===== config.mk =====
export PLATFORM = sky130hd
export DESIGN_NAME = imem_fetch_ctrl
export DESIGN_NICKNAME = d
export VERILOG_FILES = /design/src/rtl/imem_fetch_ctrl.sv
export SDC_FILE = /design/constraint.sdc
export NUM_CORES = 1
export LEC_CHECK = 0
export ABC_AREA = 1
export BUFFER_PORTS_ARGS = -buffer_cell sky130_fd_sc_hd__clkbuf_2
export CORE_ASPECT_RATIO = 0.9
export CORE_UTILIZATION = 58
export DETAILED_ROUTE_END_ITERATION = 10
export PLACE_DENSITY = 0.77
export SKIP_LAST_GASP = 1
export SLEW_MARGIN = 5
export SYNTH_ARGS = -nofsm -noshare
export SYNTH_HDL_FRONTEND = slang
export SYNTH_SLANG_ARGS = --single-unit
export TNS_END_PERCENT = 5

===== constraint.sdc =====
create_clock -name clk -period 5.3 [get_ports clk]
set_input_delay 0.53 -clock clk [delete_from_list [all_inputs] [get_ports clk]]
set_output_delay 0.53 -clock clk [all_outputs]
set_load 0.01 [all_outputs]

===== src/rtl/imem_fetch_ctrl.sv =====
`timescale 1ns/1ps
`default_nettype none
// ============================================================================
//  Module   : imem_fetch_ctrl
//  Purpose  : Instruction fetch controller for a combinational instruction
//             memory. Owns the fetch PC, drives the memory word address,
//             captures {pc, instruction} pairs into a small prefetch queue
//             and hands them to decode over a valid/ready handshake.
//             Redirects flush the queue and restart fetch at a new PC.
//  Ports    : clk, rst_n          - clock, async active-low reset
//             fetch_en            - fetch permitted (0 holds PC, no pushes)
//             imem_addr/imem_data - word address out, read data in
//             redirect_valid/pc   - flush and restart at redirect_pc
//             out_valid/ready     - decode handshake
//             out_instr/out_pc    - head entry (0 when not valid)
//             level               - queue occupancy
//  Revision : 1.0 - initial release
// ============================================================================
module imem_fetch_ctrl #(
  parameter int unsigned ADDR_W   = 6,
  parameter int unsigned DEPTH    = 4,
  parameter logic [31:0] RESET_PC = 32'h0000_0000
) (
  input  logic                     clk,
  input  logic                     rst_n,
  input  logic                     fetch_en,
  output logic [ADDR_W-1:0]        imem_addr,
  input  logic [31:0]              imem_data,
  input  logic                     redirect_valid,
  input  logic [31:0]              redirect_pc,
  output logic                     out_valid,
  input  logic                     out_ready,
  output logic [31:0]              out_instr,
  output logic [31:0]              out_pc,
  output logic [$clog2(DEPTH):0]   level
);

  localparam int unsigned c_idx_w = $clog2(DEPTH);
  localparam int unsigned c_ptr_w = c_idx_w + 1;
  localparam logic [c_ptr_w-1:0] c_full_level = c_ptr_w'(DEPTH);

  localparam logic [0:0] c_st_run   = 1'b0;
  localparam logic [0:0] c_st_flush = 1'b1;

  // Misconfiguration is undefined behaviour; stop elaboration loudly.
  generate
    if ((DEPTH < 2) || ((DEPTH & (DEPTH - 1)) != 0)) begin : g_bad_depth
      $error("imem_fetch_ctrl: DEPTH must be a power of two >= 2");
    end
    if (RESET_PC[1:0] != 2'b00) begin : g_bad_reset_pc
      $error("imem_fetch_ctrl: RESET_PC must be word aligned");
    end
  endgenerate

  logic [31:0]        r_fetch_pc;
  logic [c_ptr_w-1:0] r_wr_ptr;
  logic [c_ptr_w-1:0] r_rd_ptr;
  logic [0:0]         r_state;

  logic [31:0]        r_q_pc    [DEPTH];
  logic [31:0]        r_q_instr [DEPTH];

  logic [c_ptr_w-1:0] w_level;
  logic               w_full;
  logic               w_pop;
  logic               w_push;
  logic               w_unused;

  // Redirect targets are forced word aligned, so the low bits never matter.
  assign w_unused = ^redirect_pc[1:0];

  // Pointers carry one extra wrap bit so full and empty are distinguishable.
  assign w_level   = r_wr_ptr - r_rd_ptr;
  assign level     = w_level;
  assign w_full    = (w_level == c_full_level);
  assign imem_addr = r_fetch_pc[ADDR_W+1:2];

  // The flush cycle hides the queue even though a new push is landing.
  assign out_valid = (w_level != '0) && (r_state == c_st_run);
  assign w_pop     = out_valid & out_ready;

  // A pop frees the slot in the same cycle, so a full queue can still push.
  assign w_push    = fetch_en & ~redirect_valid & (~w_full | w_pop);

  always_comb begin
    out_instr = '0;
    out_pc    = '0;
    if (out_valid) begin
      out_instr = r_q_instr[r_rd_ptr[c_idx_w-1:0]];
      out_pc    = r_q_pc[r_rd_ptr[c_idx_w-1:0]];
    end
  end

  always_ff @(posedge clk or negedge rst_n) begin
    if (!rst_n) begin
      r_fetch_pc <= RESET_PC;
      r_wr_ptr   <= '0;
      r_rd_ptr   <= '0;
      r_state    <= c_st_run;
    end else if (redirect_valid) begin
      // Redirect wins over everything; any pop this cycle is discarded.
      r_fetch_pc <= {redirect_pc[31:2], 2'b00};
      r_wr_ptr   <= '0;
      r_rd_ptr   <= '0;
      r_state    <= c_st_flush;
    end else begin
      r_state <= c_st_run;
      if (w_push) begin
        r_wr_ptr   <= r_wr_ptr + 1'b1;
        r_fetch_pc <= r_fetch_pc + 32'd4;
      end
      if (w_pop) begin
        r_rd_ptr <= r_rd_ptr + 1'b1;
      end
    end
  end

  // Queue storage carries no reset; occupancy alone defines validity.
  always_ff @(posedge clk) begin
    if (w_push) begin
      r_q_pc[r_wr_ptr[c_idx_w-1:0]]    <= r_fetch_pc;
      r_q_instr[r_wr_ptr[c_idx_w-1:0]] <= imem_data;
    end
  end

endmodule
`default_nettype wire


==> out/qor.yml <==
synth:
  muxShareOfSynthArea: 0
  synth_top_family_by_area: "simple AND/OR/NAND/NOR gates"
  netlist_instances: 1180
  synth-xor-area-share: 0.004899
  avgSynthCellArea_um2: 10.61
  synth_seq_cells: 285
  synth_cell_types: 37
  synth_top_area_frac: 0.5950
  yosysSeqAreaShare: 0.6690
  yosys_warnings: 0
  synth_top_area_cell: "edfxtp_1"
  synth_area_leaders: "edfxtp_1 (60%), nor2_1 (9.0%), dfrtp_1 (7.4%)"
  yosys.area_share.simple: 0.1868
  synth_compound_area_frac: 0.08667
  syn_area_um2: 12520
  synthAdderAreaFrac: 0.008597
place:
  dp_hpwl_um: 16370
  dpl_cell_area_um2: 13340
  gp_congestion: 0.9167
  io_buffers: 138
  dp_slack_ns: 1.846
worst_setup_path:
  slowest_delay_ns: 0.65
  crit_end: "out_pc[11]"
  startpoint: "r_rd_ptr[0]"
  r2r_end: "r_q_pc[1][23]"
  rr_worst_depth: 8
  rr_startpoint: "r_rd_ptr[0]"
  crit_fanout: 35
  arrival_ns: 3.40
  path_class: "register to output port"
  cp_slowest_cell: "dfrtp_4"
  cp-end-kind: "output port"
  start_kind: "register"
  path_cells: "ha_1 > fa_1 > nand2_1 > inv_1 > nand3_1 > nand2_2 > buf_4 > a21oi_1 > clkbuf_2"
  cp.required_ns: 4.77
  rrSetupSlack_ns: 1.84
sta:
  clock_skew_ns: 0.01372
  final-setup-viol-count: 0
  tightest_slew_ns: 1.025
  fin_crit_ns: 3.928
  tns_ns: 0
  worst_slack_ns: 1.372
  finalCritPeriodShare: 0.7410
  max_freq_ghz: 0.2546
  hold_violations: 0
  maxSlewViolCount: 0
  slew_headroom: 0.3167
  rsz0062_at_grt: "no"
layout:
  stdcell_area_um2: 14200
  synthToLayoutAreaGrowth_pct: 13.45
  nFillCells: 1505
  nNetsFinal: 1369
  drive_above_1_share: 0.1767
  diodes: 0
clock_network:
  numCtsBuffers: 28
  cts-root-buf: "clkbuf_16"
  cts.path.max_buffers: 3
  clkSinkCount: 285
  cts_tree: "yes"
  clkLatencyLatePin_ns: 0.54
  cts_resized: 0
  path_clk_slew_ns: 0.07
  htreeDepth: 1
  postCtsSetupBuffers: 0
  hold_buffers: 0
routing:
  drtIter0Drc: 845
  wl_per_cell_um: 17.33
  drc_errors: 0
  drt_wl_total_um: 27700
  vias: 8855
  vias_per_cell: 5.538
  drt_pass1_iterations: 6
  postRouteAntennaNets: 0
power_and_ir_drop:
  p_switching_uw: 1490
  internal-power_uw: 3896
  p_clk_frac: 0.345
  ir_drop_mv: 0.2461
  swShare: 0.2767
  power.share.sequential: 0.503
  power_density_nw_per_um2: 379.4
  p_leak_uw: 0.005427
  total_power_uw: 5386
  comb_power_share: 0.152
grt:
  overflow: 0
  grt_max_degree: 95
  grt_pass1_vias: 8607
  antenna_found_initial: 0
  grt_pass1_wl_um: 43700
  grtUsageTotal: 0.2544
floorplanning:
  coreArea_um2: 20960
  rows: 50
  initial_core_util: 0.5972
  ios: 143
  die_h_um: 141.4
  die_x_um: 156.8
  die-area_um2: 22170
flow_run:
  drv_cap: 0
min_path:
  hold_class: "input pin to async pin"
outcome:
  status: "finished clean"
[kinds of logic (layout without fill, tap and decap cells)]
group	Yosys count	after routing
other	1	2
AO/OA/AOI/OAI	210	210
XOR/XNOR	7	7
buffers and inverters	112	244
adder cells (fa/ha/maj)	8	8
AND/OR/NAND/NOR	557	557
flip-flops	285	285
[layout make-up]
cell class / count / area (um^2) / area share
Sequential cell: 285 / 8378 / 0.5901
Multi-Input combinational cell: 784 / 3630 / 0.2556
Timing Repair Buffer: 151 / 813.3 / 0.05728
Clock buffer: 35 / 747.0 / 0.05261
Tap cell: 286 / 357.8 / 0.02520
Inverter: 42 / 157.7 / 0.01110
Clock inverter: 16 / 115.1 / 0.008107
[critical path, delay by kind of cell, from the launching register on]
family | cells | cell delay [ns]
DFF | 1 | 0.65
AOI/OAI and AO/OA | 1 | 0.12
and+or+nand+nor | 3 | 0.62
adders and majority gates | 2 | 0.79
buffers and inverters | 3 | 0.66
[synthesized netlist by cell type, drive strengths merged]
cell type      n
o211ai         1
dlygate4sd1    1
xor2           6
o21ai        140
clkbuf        25
nand4          3
clkinv         1
conb           1
nand2        166
xnor2          1
o22ai          1
nand3b         9
dfrtp         37
o21bai         1
fa             1
a21oi         67
buf           44
nor2         304
ha             7
inv           41
nor3           1
nand3         74
edfxtp       248
[state kept, by name (all words and copies together), names as in the netlist]
name,flops
r_q_instr,128
r_q_pc,120
r_fetch_pc,30
r_rd_ptr,3
r_wr_ptr,3
r_state,1
[routing by layer]
layer / GRT usage / wire length (um)
met5: 0 / 0
met4: 0.06605 / 508
met3: 0.04429 / 2429
met2: 0.4239 / 13070
met1: 0.3478 / 11690
[power groups by stage]
stage               Clock (uW)  Combinational, uW  Sequential [uW]
global placement             0                802             2740
floorplan                    0                554             2700
finish                    1860                820             2710
global route              1970                920             2720
CTS                       1880                828             2710
detailed placement           0                821             2750
[placed cells by master (no fill, tap or decap), types with 2 or more instances in the layout]
cell type / count
nand2_2: 7
clkbuf_8: 2
conb_1: 2
clkbuf_1: 5
clkbuf_16: 28
edfxtp_1: 248
o21ai_2: 2
a21oi_1: 67
ha_1: 7
nor2_1: 295
dfrtp_1: 35
nand2_1: 156
buf_4: 11
nand3_1: 64
nand4_1: 3
o21ai_0: 131
xor2_1: 6
o21ai_1: 7
clkinv_2: 6
clkinv_1: 7
nor2_2: 3
clkbuf_2: 138
inv_1: 35
nor2_4: 6
buf_12: 2
nand2_4: 3
nand3b_1: 9
nand3_2: 10
inv_2: 6
[through the flow]
step / hold slack, ns / cells / util
detailed placement: 0.6006 / 1548 / 0.6364
global route: 0.1951 / 1599 / 0.6775
CTS: 0.1858 / 1599 / 0.6775
floorplan: 0.2344 / 1181 / -
finish: 0.1619 / 1599 / 0.6775
global placement: 0.5878 / 1548 / 0.6364
[worst min-delay path by stage]
stage                   startpoint  slack, ns                to
finish                       rst_n       0.16    r_fetch_pc[22]
global placement    r_fetch_pc[12]       0.59     r_q_pc[3][12]
floorplan                    rst_n       0.23    r_fetch_pc[10]
CTS                          rst_n       0.19           r_state
detailed placement     r_wr_ptr[2]       0.60       r_wr_ptr[2]
global route         imem_data[15]       0.20  r_q_instr[0][15]
Power figures use the tool's default switching activity.
